--- config.mk ---
export PLATFORM = sky130hd
export DESIGN_NAME = lstm_step_seq_flat
export DESIGN_NICKNAME = d
export VERILOG_FILES = /design/src/rtl/lstm_step_seq_if.sv /design/src/rtl/lstm_step_seq.sv /design/src/flat_wrapper.sv
export SDC_FILE = /design/constraint.sdc
export NUM_CORES = 1
export LEC_CHECK = 0
export BUFFER_PORTS_ARGS = -buffer_cell sky130_fd_sc_hd__buf_2
export CORE_MARGIN = 2
export CORE_UTILIZATION = 45
export CTS_CLUSTER_DIAMETER = 60
export DETAILED_ROUTE_END_ITERATION = 8
export PLACE_DENSITY = 0.67
export SLEW_MARGIN = 40
export SYNTH_ARGS = -nofsm -noshare
export SYNTH_HDL_FRONTEND = slang
export SYNTH_SLANG_ARGS = --single-unit
--- constraint.sdc ---
create_clock -name clk -period 3.51 [get_ports clk]
set_input_delay 0 -clock clk [delete_from_list [all_inputs] [get_ports clk]]
set_output_delay 0 -clock clk [all_outputs]
set_load 0.02 [all_outputs]
--- src/rtl/lstm_step_seq_if.sv ---
// Input/output stream bundle of the LSTM timestep sequencer.
// slave faces the sequencer, master faces the source/sink.
interface lstm_step_seq_if #(
    parameter int STEP_W = 10
);
    logic              in_valid;
    logic              in_ready;
    logic              seq_first;
    logic              seq_last;
    logic              out_valid;
    logic              out_ready;
    logic              out_last;
    logic [STEP_W-1:0] step_idx;

    modport slave (
        input  in_valid, seq_first, seq_last, out_ready,
        output in_ready, out_valid, out_last, step_idx
    );

    modport master (
        output in_valid, seq_first, seq_last, out_ready,
        input  in_ready, out_valid, out_last, step_idx
    );
endinterface

--- src/rtl/lstm_step_seq.sv ---
// Timestep sequencer for the two-layer LSTM encoder (lstm1 -> lstm2).
// Drives start/capture strobes and the result handshake.
module lstm_step_seq #(
    parameter int STEP_W  = 10,
    parameter int TIMEOUT = 4096
) (
    input  logic              clk,
    input  logic              rst,
    lstm_step_seq_if.slave    io,
    output logic              start1,
    input  logic              done1,
    output logic              start2,
    input  logic              done2,
    output logic              clr_state,
    output logic              cap1,
    output logic              cap2,
    output logic              busy,
    output logic              err_timeout
);
    localparam int CW = (TIMEOUT > 2) ? $clog2(TIMEOUT) : 1;
    localparam logic [CW-1:0] TLAST = CW'(TIMEOUT - 1);

    typedef enum logic [2:0] {
        IDLE, CLEAR, START1, WAIT1, START2, WAIT2, OUTPUT, ERR
    } state_t;

    state_t            state;
    state_t            nxt;
    logic [STEP_W-1:0] step_q;
    logic              last_q;
    logic              seen_low;
    logic [CW-1:0]     tcnt;
    logic              done_cur;
    logic              acc;

    // done is a level: only a rising edge after a seen low counts
    assign done_cur = (state == WAIT1) ? done1 : done2;
    assign acc      = done_cur && seen_low;
    assign io.step_idx = step_q;

    always_ff @(posedge clk) begin
        if (rst) begin
            state    <= IDLE;
            step_q   <= '0;
            last_q   <= 1'b0;
            seen_low <= 1'b0;
            tcnt     <= '0;
        end else begin
            state <= nxt;
            if (state == IDLE && io.in_valid) begin
                last_q <= io.seq_last;
                if (io.seq_first)
                    step_q <= '0;
            end
            if (state == OUTPUT && io.out_ready)
                step_q <= step_q + STEP_W'(1);
            if (state == START1 || state == START2) begin
                seen_low <= 1'b0;
                tcnt     <= '0;
            end else if (state == WAIT1 || state == WAIT2) begin
                if (!done_cur)
                    seen_low <= 1'b1;
                tcnt <= tcnt + CW'(1);
            end
        end
    end

    always_comb begin
        nxt          = state;
        io.in_ready  = 1'b0;
        io.out_valid = 1'b0;
        io.out_last  = 1'b0;
        start1       = 1'b0;
        start2       = 1'b0;
        clr_state    = 1'b0;
        cap1         = 1'b0;
        cap2         = 1'b0;
        err_timeout  = 1'b0;
        busy         = (state != IDLE) && (state != ERR);
        unique case (state)
            IDLE: begin
                io.in_ready = 1'b1;
                if (io.in_valid)
                    nxt = io.seq_first ? CLEAR : START1;
            end
            CLEAR: begin
                clr_state = 1'b1;
                nxt       = START1;
            end
            START1: begin
                start1 = 1'b1;
                nxt    = WAIT1;
            end
            WAIT1: begin
                if (acc) begin
                    cap1 = 1'b1;
                    nxt  = START2;
                end else if (tcnt == TLAST) begin
                    nxt = ERR;
                end
            end
            START2: begin
                start2 = 1'b1;
                nxt    = WAIT2;
            end
            WAIT2: begin
                if (acc) begin
                    cap2 = 1'b1;
                    nxt  = OUTPUT;
                end else if (tcnt == TLAST) begin
                    nxt = ERR;
                end
            end
            OUTPUT: begin
                io.out_valid = 1'b1;
                io.out_last  = last_q;
                if (io.out_ready)
                    nxt = IDLE;
            end
            ERR: err_timeout = 1'b1;
            default: nxt = IDLE;
        endcase
        // a reset cycle emits nothing, so an aborted step leaves no strobe
        if (rst) begin
            io.in_ready  = 1'b0;
            io.out_valid = 1'b0;
            io.out_last  = 1'b0;
            start1       = 1'b0;
            start2       = 1'b0;
            clr_state    = 1'b0;
            cap1         = 1'b0;
            cap2         = 1'b0;
            err_timeout  = 1'b0;
            busy         = 1'b0;
        end
    end
endmodule

--- src/flat_wrapper.sv ---
// flat-port wrapper written by rule: the top's interface ports become plain ports
module lstm_step_seq_flat 
#(
    parameter int STEP_W  = 10,
    parameter int TIMEOUT = 4096
)
  (clk, rst, start1, done1, start2, done2, clr_state, cap1, cap2, busy, err_timeout, io_in_valid, io_seq_first, io_seq_last, io_out_ready, io_in_ready, io_out_valid, io_out_last, io_step_idx);
  lstm_step_seq_if #(.STEP_W(STEP_W)) io_i ();
  input  logic clk;
  input  logic rst;
  output logic start1;
  input  logic done1;
  output logic start2;
  input  logic done2;
  output logic clr_state;
  output logic cap1;
  output logic cap2;
  output logic busy;
  output logic err_timeout;
  input wire logic [$bits(io_i.in_valid)-1:0] io_in_valid;
  input wire logic [$bits(io_i.seq_first)-1:0] io_seq_first;
  input wire logic [$bits(io_i.seq_last)-1:0] io_seq_last;
  input wire logic [$bits(io_i.out_ready)-1:0] io_out_ready;
  output wire logic [$bits(io_i.in_ready)-1:0] io_in_ready;
  output wire logic [$bits(io_i.out_valid)-1:0] io_out_valid;
  output wire logic [$bits(io_i.out_last)-1:0] io_out_last;
  output wire logic [$bits(io_i.step_idx)-1:0] io_step_idx;
  assign io_i.in_valid = io_in_valid;
  assign io_i.seq_first = io_seq_first;
  assign io_i.seq_last = io_seq_last;
  assign io_i.out_ready = io_out_ready;
  assign io_in_ready = io_i.in_ready;
  assign io_out_valid = io_i.out_valid;
  assign io_out_last = io_i.out_last;
  assign io_step_idx = io_i.step_idx;
  lstm_step_seq #(.STEP_W(STEP_W), .TIMEOUT(TIMEOUT)) u_core (.clk(clk), .rst(rst), .io(io_i), .start1(start1), .done1(done1), .start2(start2), .done2(done2), .clr_state(clr_state), .cap1(cap1), .cap2(cap2), .busy(busy), .err_timeout(err_timeout));
endmodule
==> impl_metrics.csv <==
group,metric,value,unit
outcome,status,"complete, no violations",
finish,area_delta_synth_final,13.3,%
setup_path,crit_slowest_cell,"dfxtp_1",
timing,fin_crit,2.25,ns
drt,drc,0,
synthesis,syn-mean-instance-area,8.21,µm²
job,maxCapViolCount,0,
synthesis,syn_inst,177,
drt,met1Wirelength,1510,µm
setup_path,r2r_start,"u_core.state[1]",
clocking,cts_resized,0,
placement,dp_hpwl,2230,µm
clocking,cts_buffers,3,
synthesis,yosysWarningCount,0,
clocking,cts_tree,"yes",
setup_path,cp.required,3.79,ns
global_route,grt_overflow,0,
synthesis,synth_nets,187,
timing,tightestPinTransition,0.618,ns
global_route,grt_use_total,17.9,%
min_path,hold_path.class,"input port to flip-flop",
timing,fin_crit_sh,64.1,%
setup_path,crit_arrival,2.54,ns
finish,n_antenna_cell,0,
drt,top_layer,"met4",
setup_path,critPathLaunch,"u_core.state[1]",
floorplan,io_pins,28,
drt,first_iter_violations,89,
synthesis,yosysSeqAreaShare,37.2,%
synthesis,synth_edf_count,0,
floorplan,start_util,47.6,%
setup_path,endpoint_kind,"flip-flop",
synthesis,async_flop_share,0,%
floorplan,die_h,60.8,µm
setup_path,r2r_end,"u_core.io.step_idx[9]",
finish,fillers,300,
clocking,clockBufferDepth,2,
setup_path,crit_path_max_incr_delay,0.74,ns
pwr,vdd_drop_max,276,µV
global_route,grt_max_degree,29,
clocking,clock_latency,0.33,ns
synthesis,synth_area,0.00145,mm²
floorplan,die_x,60.8,µm
drt,wl_met3,101,µm
timing,hold_ws,0.0119,ns
drt,wl,3050,µm
timing,fmax,0.444,GHz
min_path,whs_path_depth,4,
clocking,hold_buffers,2,
timing,finalClockSkew,0.00479,ns
drt,drt_pre_antenna_iters,4,
timing,rsz0062_at_grt,"no",
drt,via_per_inst,5.48,
setup_path,setup.worst_path.start_class,"flip-flop",
finish,final_core_util,53.9,%
global_route,antenna_found_initial,0,
drt,wire_per_inst,12.5,µm
synthesis,synthFlopType,"dfxtp_1",
min_path,hold_start,"io_in_valid",
clocking,clk_pin_slew_worst_paths,0.14,ns
floorplan,die-area,0.00370,mm²
synthesis,yosysUniqueCellTypes,45,
setup_path,path_depth,4,
clocking,cts_root_buf,"clkbuf_4",
timing,slew_viol_final,0,
setup_path,r2r_cells,4,
timing,slew_headroom,58.8,%
timing,tns,0,ns
min_path,hold_end,"u_core.last_q",
setup_path,critical-path-top-delay-family,"simple AND/OR/NAND/NOR gates",
finish,fin_nets,211,
floorplan,placementRows,20,
setup_path,critPathBufInv,0,
drt,ant_nets,0,
placement,place.gp.congestion,0.756,
clocking,htreeDepth,1,
finish,final_layout_size_suffix_gt1_share,18.5,%
drt,vias,1336,
timing,setup_viol,0,
global_route,grt_pass1_wl,5200,µm
floorplan,coreArea,0.00305,mm²
pwr,power.leakage,0.000639,µW
clocking,clock_sinks,27,
placement,numPortBuffers,27,
global_route,grt_pass1_vias,1217,
setup_path,critPathMaxFanout,18,
setup_path,regToRegSetupSlack,1.26,ns
clocking,post_cts_buffers,0,
synthesis,synth_seq_cells,27,
pwr,p_per_area,313,mW/mm²
drt,wl_met2,1430,µm
timing,finalHoldViolCount,0,
setup_path,cp_cell_sequence,"and4b_1, nand4_1, or4_1, nand2_1",
setup_path,crit_type,"flip-flop to flip-flop",
==> through the flow <==
step           total power, µW  instances  cell area (µm²)  setup WS, ns
2_1_floorplan              371        177             1450          1.91
3_3_place_gp               384        238             1600          1.40
3_5_place_dp               386        238             1600          1.30
4_1_cts                    520        244             1650          1.26
5_1_grt                    543        244             1650          1.06
6_report                   515        244             1650          1.26
==> flip-flops by register name, summed over array words and instances (netlist names) <==
name and flops:
u_core.tcnt 12, u_core.io.step_idx 10, u_core.state 3, u_core.last_q 1
u_core.seen_low 1
==> layout by cell type (no fill, tap or decap), types with 2 or more instances in the layout <==
| cell type | netlist | layout |
|---|---|---|
| a211oi_1 | 2 | 2 |
| a21oi_1 | 15 | 15 |
| a311oi_1 | 3 | 3 |
| a31o_2 | 2 | 2 |
| and2_1 | 4 | 4 |
| and3_1 | 5 | 5 |
| buf_2 | 3 | 27 |
| clkbuf_4 | 0 | 3 |
| dfxtp_1 | 27 | 27 |
| dlygate4sd3_1 | 0 | 2 |
| ha_1 | 2 | 2 |
| inv_1 | 6 | 6 |
| nand2_1 | 17 | 17 |
| nand2b_1 | 5 | 5 |
| nand3_1 | 7 | 7 |
| nand4_1 | 5 | 5 |
| nor2_1 | 13 | 13 |
| nor3_1 | 6 | 6 |
| nor4_1 | 2 | 2 |
| o211ai_1 | 3 | 3 |
| o21ai_0 | 4 | 4 |
| o31ai_1 | 6 | 6 |
| or3_1 | 3 | 3 |
| or4_1 | 5 | 5 |
| xnor2_1 | 3 | 3 |
| xor2_1 | 4 | 4 |
==> tightest hold or removal path: cells and delay by family <==
family | cells | cell delay, ns
compound gates | 1 | 0.05
simple gates | 2 | 0.12
buf+inv | 1 | 0.14
==> cells in the mapped netlist, types with 3 or more instances <==
library cell | number | area [µm²]
o21ai_0 | 4 | 20.0
nand2_1 | 17 | 63.8
or3_1 | 3 | 18.8
nand3_1 | 7 | 35.0
a311oi_1 | 3 | 26.3
a21oi_1 | 15 | 75.1
and2_1 | 4 | 25.0
nand2b_1 | 5 | 31.3
nor2_1 | 13 | 48.8
buf_1 | 3 | 11.3
o211ai_1 | 3 | 22.5
dfxtp_1 | 27 | 541
inv_1 | 6 | 22.5
o31ai_1 | 6 | 45.0
and3_1 | 5 | 31.3
or4_1 | 5 | 37.5
xor2_1 | 4 | 35.0
clkbuf_1 | 3 | 11.3
nor3_1 | 6 | 30.0
buf_2 | 3 | 15.0
xnor2_1 | 3 | 26.3
nand4_1 | 5 | 31.3
==> kinds of logic after synthesis <==
| group | share of synthesized area [%] |
|---|---|
| AOI/OAI and AO/OA | 19.8 |
| xor gates and xnor gates | 5.34 |
| adders and majority gates | 2.41 |
| buffers and inverters | 4.65 |
| DFF | 37.2 |
| muxes | 0.688 |
| and+or+nand+nor | 29.9 |
==> power breakdown <==
part / internal (µW) / leakage [µW] / total (µW) / switching [µW]
Clock: 42.8 / 0.0000177 / 135 / 91.9
Combinational: 22.0 / 0.000403 / 57.9 / 35.9
Sequential: 310 / 0.000218 / 323 / 12.4
==> how the worst max path moves through the flow <==
stage                                 end  slack (ns)
floorplan                            cap2        1.91
global placement    u_core.io.step_idx[9]        1.40
detailed placement  u_core.io.step_idx[9]        1.30
CTS                 u_core.io.step_idx[9]        1.26
global route        u_core.io.step_idx[9]        1.06
finish              u_core.io.step_idx[9]        1.26
==> final cells by class <==
type                    instances  area (µm²)  area share (%)
multi-input cells             134         846            51.4
flip-flops and latches         27         541            32.8
repair buffers                 29         155            9.42
well taps                      44        55.1            3.34
clock buffers                   3        22.5            1.37
inverters                       6        22.5            1.37
clock inverters                 1        5.00           0.304
==> layer usage <==
metal / vias to the layer above / global-route usage, %
li1: 700 / -
met1: 612 / 24.9
met2: 22 / 29.0
met3: 2 / 4.48
met4: 0 / 1.86
met5: - / 0
Note: power is estimated with default switching activity, not from simulation.
